<file path="config.mk">
export PLATFORM = sky130hd
export DESIGN_NAME = periph_uart_flat
export DESIGN_NICKNAME = d
export VERILOG_FILES = /design/src/rtl/periph_uart_if.sv /design/src/rtl/periph_uart.sv /design/src/flat_wrapper.sv
export SDC_FILE = /design/constraint.sdc
export NUM_CORES = 1
export LEC_CHECK = 0
export ABC_AREA = 1
export CORE_MARGIN = 2
export CORE_UTILIZATION = 25
export DETAILED_ROUTE_END_ITERATION = 10
export SYNTH_ARGS = -nofsm -noshare
export SYNTH_HDL_FRONTEND = slang
export SYNTH_SLANG_ARGS = --single-unit
export TNS_END_PERCENT = 30
</file>
<file path="constraint.sdc">
create_clock -name clk_i -period 8.3 [get_ports clk_i]
set_input_delay 2.49 -clock clk_i [delete_from_list [all_inputs] [get_ports clk_i]]
set_output_delay 2.49 -clock clk_i [all_outputs]
set_load 0.02 [all_outputs]
</file>
<file path="src/rtl/periph_uart_if.sv">
// Peripheral-bus port bundle for periph_uart: single-cycle request in,
// registered read response out.
interface periph_uart_if;
    logic        req_i;
    logic        we_i;
    logic [3:0]  be_i;
    logic [12:0] addr_i;
    logic [31:0] wdata_i;
    logic        rvalid_o;
    logic [31:0] rdata_o;

    modport master (output req_i, we_i, be_i, addr_i, wdata_i, input rvalid_o, rdata_o);
    modport slave  (input req_i, we_i, be_i, addr_i, wdata_i, output rvalid_o, rdata_o);
endinterface

</file>
<file path="src/rtl/periph_uart.sv">
// Memory-mapped 8N1 UART: CTRL/STATUS/TXDATA/RXDATA registers, TX and RX
// byte FIFOs, and bit-level TX/RX state machines sharing one divisor.
module uart_fifo #(
    parameter int DEPTH = 8,
    parameter int AW    = $clog2(DEPTH)
) (
    input  logic       clk_i,
    input  logic       rst_ni,
    input  logic       push_i,
    input  logic       pop_i,
    input  logic [7:0] data_i,
    output logic [7:0] head_o,
    output logic       full_o,
    output logic       empty_o
);
    logic [7:0]    r_mem [DEPTH];
    logic [AW-1:0] r_wp, r_rp;
    logic [AW:0]   r_cnt;
    logic          w_push, w_pop;

    assign full_o  = (r_cnt == (AW+1)'(DEPTH));
    assign empty_o = (r_cnt == '0);
    assign head_o  = r_mem[r_rp];
    // A push while full is dropped even when a pop frees a slot the same cycle.
    assign w_push  = push_i & ~full_o;
    assign w_pop   = pop_i & ~empty_o;

    always_ff @(posedge clk_i) begin
        if (w_push) r_mem[r_wp] <= data_i;
    end

    always_ff @(posedge clk_i or negedge rst_ni) begin
        if (!rst_ni) begin
            r_wp  <= '0;
            r_rp  <= '0;
            r_cnt <= '0;
        end else begin
            if (w_push) r_wp <= r_wp + 1'b1;
            if (w_pop)  r_rp <= r_rp + 1'b1;
            if (w_push && !w_pop)      r_cnt <= r_cnt + 1'b1;
            else if (!w_push && w_pop) r_cnt <= r_cnt - 1'b1;
        end
    end
endmodule

module periph_uart #(
    parameter int          FIFO_DEPTH = 8,
    parameter logic [15:0] DIV_RESET  = 16'd867
) (
    input  logic         clk_i,
    input  logic         rst_ni,
    periph_uart_if.slave bus,
    input  logic         uart_rx_i,
    output logic         uart_tx_o,
    output logic         irq_o
);
    localparam logic [1:0] S_IDLE  = 2'd0;
    localparam logic [1:0] S_START = 2'd1;
    localparam logic [1:0] S_DATA  = 2'd2;
    localparam logic [1:0] S_STOP  = 2'd3;

    logic [15:0] r_div;
    logic        r_tx_en, r_rx_en, r_irq_en, r_ovr, r_ferr, r_rvalid, r_tx;
    logic [31:0] r_rdata;
    logic [1:0]  r_tx_st, r_rx_st;
    logic [15:0] r_tx_cnt, r_tx_div, r_rx_cnt, r_rx_div;
    logic [2:0]  r_tx_bit, r_rx_bit, r_sync;
    logic [7:0]  r_tx_sh, r_rx_sh;

    logic        w_sel, w_wr, w_rd, w_unused;
    logic [1:0]  w_reg;
    logic [15:0] w_div_eff, w_rx_half;
    logic [16:0] w_rx_p1;
    logic [7:0]  w_txf_head, w_rxf_head;
    logic        w_txf_full, w_txf_empty, w_rxf_full, w_rxf_empty;
    logic        w_tx_go, w_tx_tick, w_tx_pop, w_rx_tick, w_rx_bit, w_rx_fall;
    logic        w_rx_push, w_st_clr;
    logic [31:0] w_status, w_rmux;

    assign w_sel     = bus.req_i & (bus.addr_i[12:4] == 9'd0);
    assign w_reg     = bus.addr_i[3:2];
    assign w_wr      = w_sel & bus.we_i;
    assign w_rd      = w_sel & ~bus.we_i;
    assign w_div_eff = (r_div < 16'd3) ? 16'd3 : r_div;
    assign w_st_clr  = w_wr & (w_reg == 2'd1) & bus.be_i[0];
    assign w_unused  = ^{bus.addr_i[1:0], bus.wdata_i[31:19], bus.be_i[3], w_rx_p1[0]};

    uart_fifo #(.DEPTH(FIFO_DEPTH)) u_txf (
        .clk_i(clk_i), .rst_ni(rst_ni),
        .push_i(w_wr & (w_reg == 2'd2) & bus.be_i[0]), .pop_i(w_tx_pop),
        .data_i(bus.wdata_i[7:0]), .head_o(w_txf_head),
        .full_o(w_txf_full), .empty_o(w_txf_empty)
    );

    uart_fifo #(.DEPTH(FIFO_DEPTH)) u_rxf (
        .clk_i(clk_i), .rst_ni(rst_ni),
        .push_i(w_rx_push), .pop_i(w_rd & (w_reg == 2'd3)),
        .data_i(r_rx_sh), .head_o(w_rxf_head),
        .full_o(w_rxf_full), .empty_o(w_rxf_empty)
    );

    // TX: a new frame may start from IDLE or directly at the end of a stop bit.
    assign w_tx_go   = ~w_txf_empty & r_tx_en;
    assign w_tx_tick = (r_tx_cnt == r_tx_div);
    assign w_tx_pop  = w_tx_go & ((r_tx_st == S_IDLE) | ((r_tx_st == S_STOP) & w_tx_tick));

    always_ff @(posedge clk_i or negedge rst_ni) begin
        if (!rst_ni) begin
            r_tx_st  <= S_IDLE;
            r_tx_cnt <= '0;
            r_tx_div <= '0;
            r_tx_bit <= '0;
            r_tx_sh  <= '0;
            r_tx     <= 1'b1;
        end else if (w_tx_pop) begin
            r_tx_st  <= S_START;
            r_tx_cnt <= '0;
            r_tx_div <= w_div_eff;
            r_tx_sh  <= w_txf_head;
            r_tx     <= 1'b0;
        end else begin
            r_tx_cnt <= r_tx_cnt + 16'd1;
            case (r_tx_st)
                S_START: if (w_tx_tick) begin
                    r_tx_st  <= S_DATA;
                    r_tx_cnt <= '0;
                    r_tx_bit <= '0;
                    r_tx     <= r_tx_sh[0];
                    r_tx_sh  <= r_tx_sh >> 1;
                end
                S_DATA: if (w_tx_tick) begin
                    r_tx_cnt <= '0;
                    r_tx_bit <= r_tx_bit + 3'd1;
                    r_tx_sh  <= r_tx_sh >> 1;
                    r_tx     <= (r_tx_bit == 3'd7) ? 1'b1 : r_tx_sh[0];
                    if (r_tx_bit == 3'd7) r_tx_st <= S_STOP;
                end
                S_STOP: if (w_tx_tick) begin
                    r_tx_st  <= S_IDLE;
                    r_tx_cnt <= '0;
                end
                default: r_tx_cnt <= '0;
            endcase
        end
    end

    // RX: r_sync[1] is the synchronised line; r_sync[2] only serves edge detect.
    assign w_rx_bit  = r_sync[1];
    assign w_rx_fall = r_sync[2] & ~r_sync[1];
    assign w_rx_tick = (r_rx_cnt == r_rx_div);
    assign w_rx_p1   = {1'b0, r_rx_div} + 17'd1;
    assign w_rx_half = w_rx_p1[16:1];
    assign w_rx_push = r_rx_en & (r_rx_st == S_STOP) & w_rx_tick;

    always_ff @(posedge clk_i or negedge rst_ni) begin
        if (!rst_ni) begin
            r_sync   <= 3'b111;
            r_rx_st  <= S_IDLE;
            r_rx_cnt <= '0;
            r_rx_div <= '0;
            r_rx_bit <= '0;
            r_rx_sh  <= '0;
        end else begin
            r_sync   <= {r_sync[1:0], uart_rx_i};
            r_rx_cnt <= r_rx_cnt + 16'd1;
            if (!r_rx_en) begin
                r_rx_st  <= S_IDLE;
                r_rx_cnt <= '0;
            end else begin
                case (r_rx_st)
                    S_IDLE: begin
                        // The edge is seen one cycle late, so the count starts at 1.
                        r_rx_cnt <= 16'd1;
                        if (w_rx_fall) begin
                            r_rx_st  <= S_START;
                            r_rx_div <= w_div_eff;
                        end
                    end
                    S_START: if (r_rx_cnt == w_rx_half) begin
                        r_rx_st  <= w_rx_bit ? S_IDLE : S_DATA;
                        r_rx_cnt <= '0;
                        r_rx_bit <= '0;
                    end
                    S_DATA: if (w_rx_tick) begin
                        r_rx_cnt <= '0;
                        r_rx_sh  <= {w_rx_bit, r_rx_sh[7:1]};
                        r_rx_bit <= r_rx_bit + 3'd1;
                        if (r_rx_bit == 3'd7) r_rx_st <= S_STOP;
                    end
                    default: if (w_rx_tick) r_rx_st <= S_IDLE;
                endcase
            end
        end
    end

    assign w_status = {25'd0, (r_tx_st != S_IDLE), r_ferr, r_ovr,
                       w_rxf_empty, w_rxf_full, w_txf_empty, w_txf_full};

    always_comb begin
        w_rmux = '0;
        case (w_reg)
            2'd0:    w_rmux = {13'd0, r_irq_en, r_rx_en, r_tx_en, r_div};
            2'd1:    w_rmux = w_status;
            2'd3:    w_rmux = w_rxf_empty ? 32'd0 : {24'd0, w_rxf_head};
            default: w_rmux = '0;
        endcase
    end

    always_ff @(posedge clk_i or negedge rst_ni) begin
        if (!rst_ni) begin
            r_div    <= DIV_RESET;
            r_tx_en  <= 1'b0;
            r_rx_en  <= 1'b0;
            r_irq_en <= 1'b0;
            r_ovr    <= 1'b0;
            r_ferr   <= 1'b0;
            r_rvalid <= 1'b0;
            r_rdata  <= '0;
        end else begin
            if (w_wr && w_reg == 2'd0) begin
                if (bus.be_i[0]) r_div[7:0]  <= bus.wdata_i[7:0];
                if (bus.be_i[1]) r_div[15:8] <= bus.wdata_i[15:8];
                if (bus.be_i[2]) {r_irq_en, r_rx_en, r_tx_en} <= bus.wdata_i[18:16];
            end
            // Set events beat a same-cycle write-1-to-clear.
            r_ovr  <= (w_rx_push & w_rxf_full) | (r_ovr & ~(w_st_clr & bus.wdata_i[4]));
            r_ferr <= (w_rx_push & ~w_rx_bit) | (r_ferr & ~(w_st_clr & bus.wdata_i[5]));
            r_rvalid <= bus.req_i & ~bus.we_i;
            if (bus.req_i && !bus.we_i) r_rdata <= w_sel ? w_rmux : 32'd0;
        end
    end

    assign bus.rvalid_o = r_rvalid;
    assign bus.rdata_o  = r_rdata;
    assign uart_tx_o    = r_tx;
    assign irq_o        = r_irq_en & ~w_rxf_empty;
endmodule
</file>
<file path="src/flat_wrapper.sv">
// flat-port wrapper written by rule: the top's interface ports become plain ports
module periph_uart_flat 
#(
    parameter int          FIFO_DEPTH = 8,
    parameter logic [15:0] DIV_RESET  = 16'd867
)
  (clk_i, rst_ni, uart_rx_i, uart_tx_o, irq_o, bus_req_i, bus_we_i, bus_be_i, bus_addr_i, bus_wdata_i, bus_rvalid_o, bus_rdata_o);
  periph_uart_if bus_i ();
  input  logic clk_i;
  input  logic rst_ni;
  input  logic uart_rx_i;
  output logic uart_tx_o;
  output logic irq_o;
  input wire logic [$bits(bus_i.req_i)-1:0] bus_req_i;
  input wire logic [$bits(bus_i.we_i)-1:0] bus_we_i;
  input wire logic [$bits(bus_i.be_i)-1:0] bus_be_i;
  input wire logic [$bits(bus_i.addr_i)-1:0] bus_addr_i;
  input wire logic [$bits(bus_i.wdata_i)-1:0] bus_wdata_i;
  output wire logic [$bits(bus_i.rvalid_o)-1:0] bus_rvalid_o;
  output wire logic [$bits(bus_i.rdata_o)-1:0] bus_rdata_o;
  assign bus_i.req_i = bus_req_i;
  assign bus_i.we_i = bus_we_i;
  assign bus_i.be_i = bus_be_i;
  assign bus_i.addr_i = bus_addr_i;
  assign bus_i.wdata_i = bus_wdata_i;
  assign bus_rvalid_o = bus_i.rvalid_o;
  assign bus_rdata_o = bus_i.rdata_o;
  periph_uart #(.FIFO_DEPTH(FIFO_DEPTH), .DIV_RESET(DIV_RESET)) u_core (.clk_i(clk_i), .rst_ni(rst_ni), .bus(bus_i), .uart_rx_i(uart_rx_i), .uart_tx_o(uart_tx_o), .irq_o(irq_o));
endmodule
</file>
Word-level counts from Yosys, hierarchy flattened:

Memories as Yosys holds them, arrays and structs flattened.
Index checks and enable logic that the tools add are counted.

* $add $sub $neg: 13
* multipliers: 0
* divide/modulo/power cells: 0
* magnitude comparators: 1
* equal/unequal tests: 29
* shifts and indexed selects: 0
* muxes and demuxes: 47
* bitwise operators: 38
* reduce and logical (&&, ||, !) cells: 39

Operator list (number)
* 16-bit two-way mux: 7
* 32-bit one-hot mux with 3 select lines: 1
* 16-bit == test: 3
* 16-bit one-hot mux with 3 select lines: 1
* 16-bit by 1-bit adder with 16-bit output, second input constant: 2
* 32-bit two-way mux: 1
* 8-bit two-way mux: 4
* 1-bit bitwise AND: 26
* 2-bit two-way mux: 12
* 3-bit by 1-bit adder with 3-bit output, second input constant: 6
* 16-bit by 1-bit adder with 17-bit output, second input constant: 1
* 16-bit by 2-bit less-than comparator with 1-bit output, second input constant: 1
* 4-bit two-way mux: 4
* 2-bit nonzero test: 7
* 2-bit == test, second input constant: 6
* 3-bit two-way mux: 4
* 3-bit by 2-bit != test with 1-bit output, second input constant: 4
* 3-bit != test, second input constant: 4
* 2-bit one-hot mux with 3 select lines: 2
* 3-bit one-hot mux with 2 select lines: 2
* 5-bit AND reduction: 2
* 9-bit logical NOT: 1
* 1-bit inverter: 9
* 3-bit AND reduction: 3
* 20 further kinds: 54

* flip-flop bits (word level): 168
* bits in latches: 0
* memory bits (writable): 128
* bits in read-only memories: 0
* input port bits: 54
* logic and storage cells: 196
* memories: 2

Memories
* u_core.u_rxf.r_mem: words 8, width 8, rd ports 1, clocked after Yosys merged registers in 0, write ports 1, line periph_uart.sv:16 `logic [7:0] r_mem [DEPTH];`
* u_core.u_txf.r_mem: words 8, width 8, rd ports 1, clocked after Yosys merged registers in 0, write ports 1, line periph_uart.sv:16

Depth between registers and ports, before layout:

Gate-level depths: netlist of run 1.

* depth after elaboration: 10
* depth in mapped cells: 18
* gate-level depth less buffers: 17

Cells and area by module:

A second synthesis of run 1 with hierarchy kept.

* cells, all modules: 1561
* area, all modules: 13855.8 µm²

By module, submodules not included
* periph_uart: times used 1, cells each 915, area an instance 7328.3 µm², seq. area each 3390.8 µm²
* uart_fifo (u_core.u_txf): times used 1, cells each 356, area an instance 3389.5 µm², seq. area each 2172.1 µm²
* uart_fifo (u_core.u_rxf): times used 1, cells each 290, area an instance 3138.0 µm², seq. area each 2172.1 µm²

Worst setup path after synthesis of run 1:

No wires, ideal clock.

* kind: input to register
* from: in bus_addr_i[11]
* to: reg u_core.u_txf.r_cnt[3]
* setup time: 0.125 ns
* data arrival time: 4.614 ns
* data required time: 8.175 ns
* path slack: 3.560 ns
* stages on the path: 14
* cells stage by stage: nor4_1 nand4_1 nor2_1 nand2_1 nor3_2 ha_1 inv_1 ha_1 a21o_1 a21oi_1 nand2_1 nand2_1 nor2_1 xor2_1

* longest elaborated chain between the ends: 9
* elaborated cells between the ends (all ways): 11
* those cells by class: mux: 1; bitwise: 5; reduce/logical: 5

RTL lines
* start, declared: line flat_wrapper.sv:17 `input wire logic [$bits(bus_i.addr_i)-1:0] bus_addr_i;`
* 9-bit logical NOT (*): line periph_uart.sv:80 `assign w_sel = bus.req_i & (bus.addr_i[12:4] == 9'd0);`
* 1-bit bitwise AND (*): line periph_uart.sv:80
* 1-bit bitwise AND (*): line periph_uart.sv:82 `assign w_wr = w_sel & bus.we_i;`
* 1-bit bitwise AND (*) (2 in a row): line periph_uart.sv:90 `.push_i(w_wr & (w_reg == 2'd2) & bus.be_i[0]), .pop_i(w_tx_pop),`
* 1-bit bitwise AND (*): line periph_uart.sv:25 `assign w_push = push_i & ~full_o;`
* via u_core.u_txf.w_push: line periph_uart.sv:19 `logic w_push, w_pop;`
* 1-bit logical NOT: line periph_uart.sv:41 `else if (!w_push && w_pop) r_cnt <= r_cnt - 1'b1;`
* 1-bit logical AND: line periph_uart.sv:41
* 2-bit nonzero test (no source line)
* end signal, assigned: line periph_uart.sv:40 `if (w_push && !w_pop) r_cnt <= r_cnt + 1'b1;`
* end signal, assigned: line periph_uart.sv:41
* end, declared: line periph_uart.sv:18 `logic [AW:0] r_cnt;`

Mark *: on every way through the listed nets, which the timed path passes. The rest lies on a longest branch.
A chain may end at the register's enable or synchronous reset.

Final worst setup path of run 1:

* from: in bus_req_i
* to: reg u_core.u_rxf.r_cnt[3]

* longest elaborated chain between the ends: 7
* elaborated cells between the ends (all ways): 9
* those cells by class: mux: 1; bitwise: 4; reduce/logical: 4

RTL lines
* start, declared: line flat_wrapper.sv:14 `input wire logic [$bits(bus_i.req_i)-1:0] bus_req_i;`
* 1-bit bitwise AND (*): line periph_uart.sv:80
* 1-bit bitwise AND (*): line periph_uart.sv:83 `assign w_rd = w_sel & ~bus.we_i;`
* 1-bit bitwise AND (*): line periph_uart.sv:97 `.push_i(w_rx_push), .pop_i(w_rd & (w_reg == 2'd3)),`
* 1-bit bitwise AND (*): line periph_uart.sv:26 `assign w_pop = pop_i & ~empty_o;`
* 1-bit logical NOT: line periph_uart.sv:40
* 1-bit logical AND: line periph_uart.sv:40
* 4-bit two-way mux or 2-bit nonzero test (tied branches)
* end signal, assigned: line periph_uart.sv:40
* end signal, assigned: line periph_uart.sv:41
* end, declared: line periph_uart.sv:18

Every way passes the cells marked *; elsewhere a longest branch is shown, timed or not.

==> flow_summary.toml, run 1 <==
[run_status]
status = "complete, no violations"

[global_routing]
grt_overflow = 0
grt_use_total_pct = 11.4
antenna_found_initial = 1
grt_max_degree = 79
grt_pass1_vias = 9399
grt_pass1_wl_um = 51100

[power_and_ir_drop]
power_w = 0.00328
netSwitchingPower_w = 0.000785
power_density_mw_per_mm2 = 207
sw_frac_of_total_pct = 24.0
intPower_w = 0.00249
p_leak_nw = 6.17
power_frac_seq_pct = 45.9
combPwrFrac_pct = 7.6
ir_drop_uv = 107
p_clk_share_pct = 46.5

[place]
place_area_sq_mm = 0.0146
pre_cts_ws_ps = 1890
gp_congestion = 0.845
port_buffers = 59
hpwlAfterDp_um = 22300

[min_path]
hold_depth = 0
min_path_type = "reg -> reg"

[final_layout]
fin_area_sq_mm = 0.0158
mostFrequentLayoutCell = "nand2_1"
final_core_util_pct = 30.0
layout_common_cells = "247 x nand2_1, 145 x dfrtp_1, 128 x edfxtp_1"
fin_nets = 1482
layout-drive-gt1-share_pct = 9.21
syn_to_final_growth_pct = 18.3

[synth]
synth-edff-count = 128
synthArstFlopShare_pct = 54.8
ys.flop_type = "dfrtp_1"
netlist_area_sq_mm = 0.0134
synth.avg_cell_area_sq_um = 9.97
synth_xor_area_share_pct = 4.79
synth-adder-area-share_pct = 3.02
synth_cells = 1339
synth_top_area_cell = "edfxtp_1"
synthMuxAreaShare_pct = 2.03
ys_seq_area_share_pct = 57.9
synth_top_family_by_area = "simple AND/OR/NAND/NOR gates"
synth.distinct_cells = 50
synth.top_cells.by_area = "edfxtp_1 29%, dfrtp_1 27%, nand2_1 6.9%"
synth_top_area_share_pct = 28.8
yosys.area_share.simple_pct = 18.2
synth-compound-area-share_pct = 8.27
ys_ff_latch = 283
ys_warn_count = 0

[sta]
min_period_over_period_pct = 70.6
final_hold_viol_count = 0
slew_viol_final = 0
fmax_ghz = 0.171
tightest_slew_ps = 1240
post-route-min-period_ps = 5860
setup_ws_ps = 2440
finalClockSkew_ps = 16.6
relSlewSlack_pct = 16.5
setup_viol = 0
grt_setup_unrepaired = "no"
setup_tns_ps = 0

[cts]
cts-root-buf = "clkbuf_16"
hold_buffers = 0
insertion_delay_ps = 520
path_clk_slew_ps = 60
htreeDepth = 2
clock-sinks = 283
clk_path_buf_depth = 3
post_cts_buffers = 0
ctsResizeCount = 0
cts_made_buffers = 34
cts_tree = "done"

[floorplan]
die_height_um = 235
fp.dieArea_sq_mm = 0.0553
rows = 84
dieWidth_um = 235
initial_utilization_pct = 25.4
core_region_area_sq_mm = 0.0527
pin_count = 89

[critical_path]
crit_path_frequent_cell = "nand2_1"
rrSetupSlack_ps = 5010
rr_worst_depth = 14
path_cells = "clkdlybuf4s50_1 > inv_1 > nor4_1 > nand4_1 > nor2_1 > nand2_1 > ha_1 > inv_1 > ha_1 > a21o_1 > a21oi_1 > nand2_1 > nand2_1 > nor2_1 > xor2_1"
slowest_stage = "nor2_1"
crit_fanout = 21
critPathKind = "in -> reg"
cp_slowest_stage_delay_ps = 630
cp.required_ps = 8710
startpoint_type = "primary input"
cp-end-kind = "register"
arrival_ps = 6260

[routing]
avgRoutedWirePerCell_um = 15.1
vias = 9452
drtAntennaViolNets = 0
wl_um = 31900
drt_iter0_drc = 613
avgViaCountPerCell = 4.48
drc = 0
dr.pass1.iters = 7

[job]
drv_cap = 0
## flip-flops by register name, summed over array words and instances (netlist names), 2 cells and up
signal	count
u_core.u_txf.r_rp	3
u_core.r_rx_cnt	16
u_core.r_rx_st	2
u_core.u_rxf.r_rp	3
u_core.r_tx_bit	3
u_core.u_rxf.r_mem	64
u_core.r_tx_sh	8
u_core.u_txf.r_cnt	4
u_core.u_rxf.r_cnt	4
u_core.r_sync	3
u_core.r_rx_bit	3
u_core.r_tx_cnt	16
u_core.r_rx_sh	8
u_core.r_tx_div	16
u_core.r_rx_div	16
u_core.u_txf.r_mem	64
u_core.u_rxf.r_wp	3
u_core.r_div	16
u_core.bus.rdata_o	19
u_core.r_tx_st	2
u_core.u_txf.r_wp	3
## cell families (layout without fill, tap and decap cells)
kind of cell    count (synthesis)  in the layout
buf+inv                       185            256
fa+ha+maj                      31             31
other cells                     1             15
compound gates                189            189
xor+xnor                       73             73
mux                            25             25
flops                         283            283
simple gates                  552            552
## area by class of cell
cell class	count	area [sq um]
Fill cell	5395	36900
Sequential cell	283	7730
Multi-Input combinational cell	883	4890
Clock buffer	42	932
Tap cell	688	861
Timing Repair Buffer	72	689
Inverter	123	462
Clock inverter	19	220
Antenna cell	2	5.00
## worst paths after layout
| kind | endpoint | from |
|---|---|---|
| setup / recovery | u_core.u_rxf.r_cnt[3] | bus_req_i |
| hold / removal | u_core.r_sync[1] | u_core.r_sync[0] |
| setup reg to reg | u_core.u_rxf.r_cnt[3] | u_core.u_rxf.r_cnt[0] |
| hold reg to reg | u_core.r_sync[1] | u_core.r_sync[0] |
| max in group asynchronous | u_core.bus.rdata_o[12] | rst_ni |
| min in group asynchronous | u_core.r_rx_cnt[11] | rst_ni |
## power by group through the flow
stage / Combinational (W) / Sequential (W) / Clock (W)
after floorplan: 0.000166 / 0.00153 / 0
after global placement: 0.000245 / 0.00153 / 0
after detailed placement: 0.000250 / 0.00153 / 0
after CTS: 0.000253 / 0.00150 / 0.00155
after global routing: 0.000293 / 0.00151 / 0.00161
final: 0.000251 / 0.00150 / 0.00152
## cells in the mapped netlist (5+ instances only)
cell type and instances:
a31oi_1 5, a21oi_1 16, o211ai_1 5, o221ai_1 15
dfstp_2 10, ha_1 29, nor2_2 7, clkbuf_1 39
nand2_1 247, xnor2_1 38, mux2_2 17, nand4_1 15
mux2i_1 8, nor3_1 31, nand2_2 8, nor4_1 8
nor2_1 122, xor2_1 35, inv_1 114, buf_2 5
or2_2 6, nand3_1 93, o32ai_1 8, edfxtp_1 128
o31ai_1 13, o21ai_0 113, dfrtp_1 145, inv_2 6
buf_4 16
## worst max-delay path, delay by kind of cell
family,cells,cell delay [ps]
AO/OA/AOI/OAI,2,380
XOR/XNOR,1,130
adder cells (fa/ha/maj),2,560
buffers and inverters,3,910
AND/OR/NAND/NOR,7,1790
## per-stage QoR
| stage | cells | hold WS [ps] |
|---|---|---|
| 3_3_place_gp | 2049 | 347 |
| 5_1_grt | 2112 | 359 |
| 6_report | 2112 | 356 |
| 3_5_place_dp | 2049 | 348 |
| 2_1_floorplan | 1351 | 345 |
| 4_1_cts | 2110 | 357 |
## metal layers
metal,vias to the layer above,GRT usage [%],share of wire (%)
met2,242,18.9,47
met5,-,0,0
met1,4548,15.1,46
met4,0,2.99,1.6
li1,4624,-,-
met3,38,2.52,6.1
(Power assumes the default switching activity.)
==> run 2, diff against run 1 <==
Clock period 8.3 ns to 5.8 ns, I/O delays scaled along.
==> flow_summary.toml, run 2 (synthesized netlist as in run 1, its figures left out) <==
[run_status]
status = "complete, no violations"

[global_routing]
grt_overflow = 0
antenna_found_initial = 1
grt_pass1_wl_um = 50900
grt_pass1_vias = 9259
grt_use_total_pct = 11.3
grt_max_degree = 86

[cts]
htreeDepth = 1
clk_path_buf_depth = 3
cts_tree = "done"
insertion_delay_ps = 580
cts_made_buffers = 31
ctsResizeCount = 0
clock-sinks = 283
post_cts_buffers = 0
cts-root-buf = "clkbuf_16"
path_clk_slew_ps = 60
hold_buffers = 0

[sta]
tightest_slew_ps = 981
slew_viol_final = 0
final_hold_viol_count = 0
post-route-min-period_ps = 4420
finalClockSkew_ps = 22.9
relSlewSlack_pct = 34.6
fmax_ghz = 0.226
grt_setup_unrepaired = "no"
setup_tns_ps = 0
setup_viol = 0
min_period_over_period_pct = 76.2

[floorplan]
dieWidth_um = 235
initial_utilization_pct = 25.4
fp.dieArea_sq_mm = 0.0553
rows = 84
core_region_area_sq_mm = 0.0527
pin_count = 89
die_height_um = 235

[routing]
vias = 9483
drt_iter0_drc = 651
avgViaCountPerCell = 4.48
drc = 0
avgRoutedWirePerCell_um = 15.0
wl_um = 31700
dr.pass1.iters = 6
drtAntennaViolNets = 0

[final_layout]
fin_nets = 1490
final_core_util_pct = 29.9
fill_cells = 5384
syn_to_final_growth_pct = 17.9
diodes = 0
layout-drive-gt1-share_pct = 9.51
mostFrequentLayoutCell = "nand2_1"
layout_common_cells = "247 x nand2_1, 145 x dfrtp_1, 128 x edfxtp_1"

[critical_path]
cp_slowest_stage_delay_ps = 410
slowest_stage = "clkdlybuf4s50_1"
crit_fanout = 7
critPathKind = "in -> reg"
startpoint = "bus_addr_i[11]"
cp.required_ps = 6250
crit_cells = 15
path_cells = "clkdlybuf4s50_1 > nor4_1 > nand4_1 > nor2_1 > nand2_1 > nor3_2 > ha_1 > inv_1 > ha_1 > a21o_1 > a21oi_1 > nand2_1 > nand2_1 > nor2_1 > xor2_1"
r2r-start = "u_core.r_rx_div[3]"
r2r_end = "u_core.u_rxf.r_cnt[3]"
worstPathBufferInverterCount = 2
rr_worst_depth = 16
startpoint_type = "primary input"
crit_family = "simple AND/OR/NAND/NOR gates"
cp-end-kind = "register"
crit_path_frequent_cell = "nand2_1"
rrSetupSlack_ps = 2670
arrival_ps = 4870

[min_path]
whs_endpoint = "u_core.r_sync[1]"
hp-start = "u_core.r_sync[0]"
min_path_type = "reg -> reg"
hold_depth = 0

[power_and_ir_drop]
power_density_mw_per_mm2 = 283
p_leak_nw = 6.16
ir_drop_uv = 251

[place]
hpwlAfterDp_um = 22200
port_buffers = 59
gp_congestion = 0.850

[job]
drv_cap = 0
==> run 2: layout make-up <==
type,instances,area [sq um],area share (%)
clock buffer,42,868,5.52
clock inverter,16,151,0.962
inverter,123,462,2.93
multi-input combinational,883,4890,31.1
sequential,283,7730,49.1
tap,688,861,5.47
timing repair buffer,83,772,4.90
==> run 2: per-layer routing <==
layer,vias up,track usage [%],share of wire [%]
li1,4638,-,-
met5,-,0,0.041
met2,210,18.6,46
met1,4595,15.4,47
met4,2,1.99,1.6
met3,38,2.31,5.2
==> run 2: worst max-delay path by stage <==
stage / to / slack, ps
after global routing: u_core.u_txf.r_cnt[3] / 1070
after detailed placement: u_core.u_txf.r_cnt[3] / 790
after CTS: u_core.u_txf.r_cnt[3] / 1390
after global placement: u_core.u_txf.r_cnt[3] / 840
after floorplan: u_core.u_txf.r_cnt[3] / 1810
final: u_core.u_txf.r_cnt[3] / 1380
==> run 2: stage by stage <==
stage	hold slack, ps	setup WS (ps)	instance area (sq um)	std cells	power [W]
after floorplan	345	1810	13400	1351	0.00242
after global placement	347	840	14700	2060	0.00254
after detailed placement	352	792	14700	2060	0.00255
after CTS	360	1390	15700	2118	0.00451
after global routing	363	1070	15700	2118	0.00465
final	359	1380	15700	2118	0.00446
==> run 2: where the power goes <==
part | total, W | switching [W] | internal [W]
combinational | 0.000364 | 0.000250 | 0.000114
sequential | 0.00215 | 0.0000243 | 0.00212
clock | 0.00195 | 0.000810 | 0.00114
total | 0.00446 | 0.00108 | 0.00338
==> run 3, diff against run 2 <==
Clock period 5.8 ns to 4.25 ns, I/O delays scaled along.
==> flow_summary.toml, run 3 (synthesized netlist as in run 1, its figures left out) <==
[global_routing]
grt_use_total_pct = 11.4
grt_max_degree = 83
grt_overflow = 0
antenna_found_initial = 0
grt_pass1_wl_um = 51100
grt_pass1_vias = 9243

[critical_path]
rr_worst_depth = 16
startpoint = "u_core.u_rxf.r_cnt[0]"
critPathKind = "reg -> out"
r2r_end = "u_core.u_rxf.r_cnt[3]"
arrival_ps = 2340
rrSetupSlack_ps = 990
cp.required_ps = 2970
crit_fanout = 4
startpoint_type = "register"
r2r-start = "u_core.r_rx_div[3]"
cp-end-kind = "primary output"

[cts]
hold_buffers = 0
cts-root-buf = "clkbuf_16"
path_clk_slew_ps = 60
ctsResizeCount = 0
cts_made_buffers = 31
clock-sinks = 283
clk_path_buf_depth = 3
insertion_delay_ps = 560
htreeDepth = 1
cts_tree = "done"
post_cts_buffers = 0

[power_and_ir_drop]
power_w = 0.00617
ir_drop_uv = 314
combPwrFrac_pct = 8.1
power_density_mw_per_mm2 = 390
intPower_w = 0.00472
power_frac_seq_pct = 47.5
p_clk_share_pct = 44.4
p_leak_nw = 6.20
sw_frac_of_total_pct = 23.5
netSwitchingPower_w = 0.00145

[final_layout]
fin_area_sq_mm = 0.0158
layout-drive-gt1-share_pct = 9.91
fin_nets = 1494
mostFrequentLayoutCell = "nand2_1"
syn_to_final_growth_pct = 18.5
diodes = 0
layout_common_cells = "247 x nand2_1, 145 x dfrtp_1, 128 x edfxtp_1"

[job]
drv_cap = 0

[min_path]
whs_endpoint = "u_core.r_sync[1]"
hold_depth = 0
min_path_type = "reg -> reg"
hp-start = "u_core.r_sync[0]"

[sta]
min_period_over_period_pct = 85.1
fin_hold_ws_ps = 356
finalClockSkew_ps = 11.8
tightest_slew_ps = 1050
setup_viol = 0
fmax_ghz = 0.277
setup_ws_ps = 634
relSlewSlack_pct = 27.9
post-route-min-period_ps = 3620
setup_tns_ps = 0
grt_setup_unrepaired = "no"
final_hold_viol_count = 0
slew_viol_final = 0

[floorplan]
pin_count = 89
die_height_um = 235
initial_utilization_pct = 25.4
core_region_area_sq_mm = 0.0527
dieWidth_um = 235
fp.dieArea_sq_mm = 0.0553
rows = 84

[routing]
dr.pass1.iters = 5
drc = 0
avgViaCountPerCell = 4.45
vias = 9435
drt_iter0_drc = 697
wl_um = 31800
drtAntennaViolNets = 0
avgRoutedWirePerCell_um = 15.0

[place]
port_buffers = 59
place_area_sq_mm = 0.0148
gp_congestion = 0.825
hpwlAfterDp_um = 22400
pre_cts_ws_ps = 122

[run_status]
status = "complete, no violations"
run 3: cell count changes in the layout (fill, tap and decap cells not counted), sizes merged:
| cell | before | now |
|---|---|---|
| bufinv | 2 | 3 |
| clkbuf | 42 | 46 |
| buf | 25 | 29 |
| clkinv | 14 | 8 |
run 3: power groups by stage:
| stage | Combinational [W] | Clock, W | Sequential, W |
|---|---|---|---|
| floorplan | 0.000324 | 0 | 0.00298 |
| detailed placement | 0.000495 | 0 | 0.00298 |
| global placement | 0.000487 | 0 | 0.00298 |
| global route | 0.000575 | 0.00292 | 0.00294 |
| CTS | 0.000500 | 0.00281 | 0.00293 |
| finish | 0.000497 | 0.00274 | 0.00293 |
run 3: through the flow:
step / std cells / util, %
2_1_floorplan: 1351 / -
3_3_place_gp: 2064 / 28.0
3_5_place_dp: 2064 / 28.0
4_1_cts: 2121 / 30.0
5_1_grt: 2121 / 30.0
6_report: 2121 / 30.0
run 3: critical path, cell delays in order (launching register included):
cell and delay, ps:
dfrtp_1 440, nor2_1 130, inv_1 60, nor3_1 390, nor2_1 180, clkdlybuf4s50_1 580
run 3: area by class of cell:
type                       instances  area (sq um)
clock inverter                    11           138
clock buffer                      46           917
timing repair buffer              87           815
tap                              688           861
sequential                       283          7730
multi-input combinational        883          4890
fill                            5385         36800
inverter                         123           462
run 3: worst max path at each step:
stage | to
after floorplan | u_core.u_txf.r_cnt[3]
after global routing | irq_o
after CTS | irq_o
after global placement | u_core.u_txf.r_cnt[3]
final | irq_o
after detailed placement | u_core.u_txf.r_cnt[3]
run 3: metal layers:
metal	global-route usage (%)	share of wire (%)	up-vias
li1	-	-	4636
met1	15.5	46	4523
met2	18.5	46	218
met3	2.25	5.6	58
met4	3.15	2.8	0
met5	0	0	-
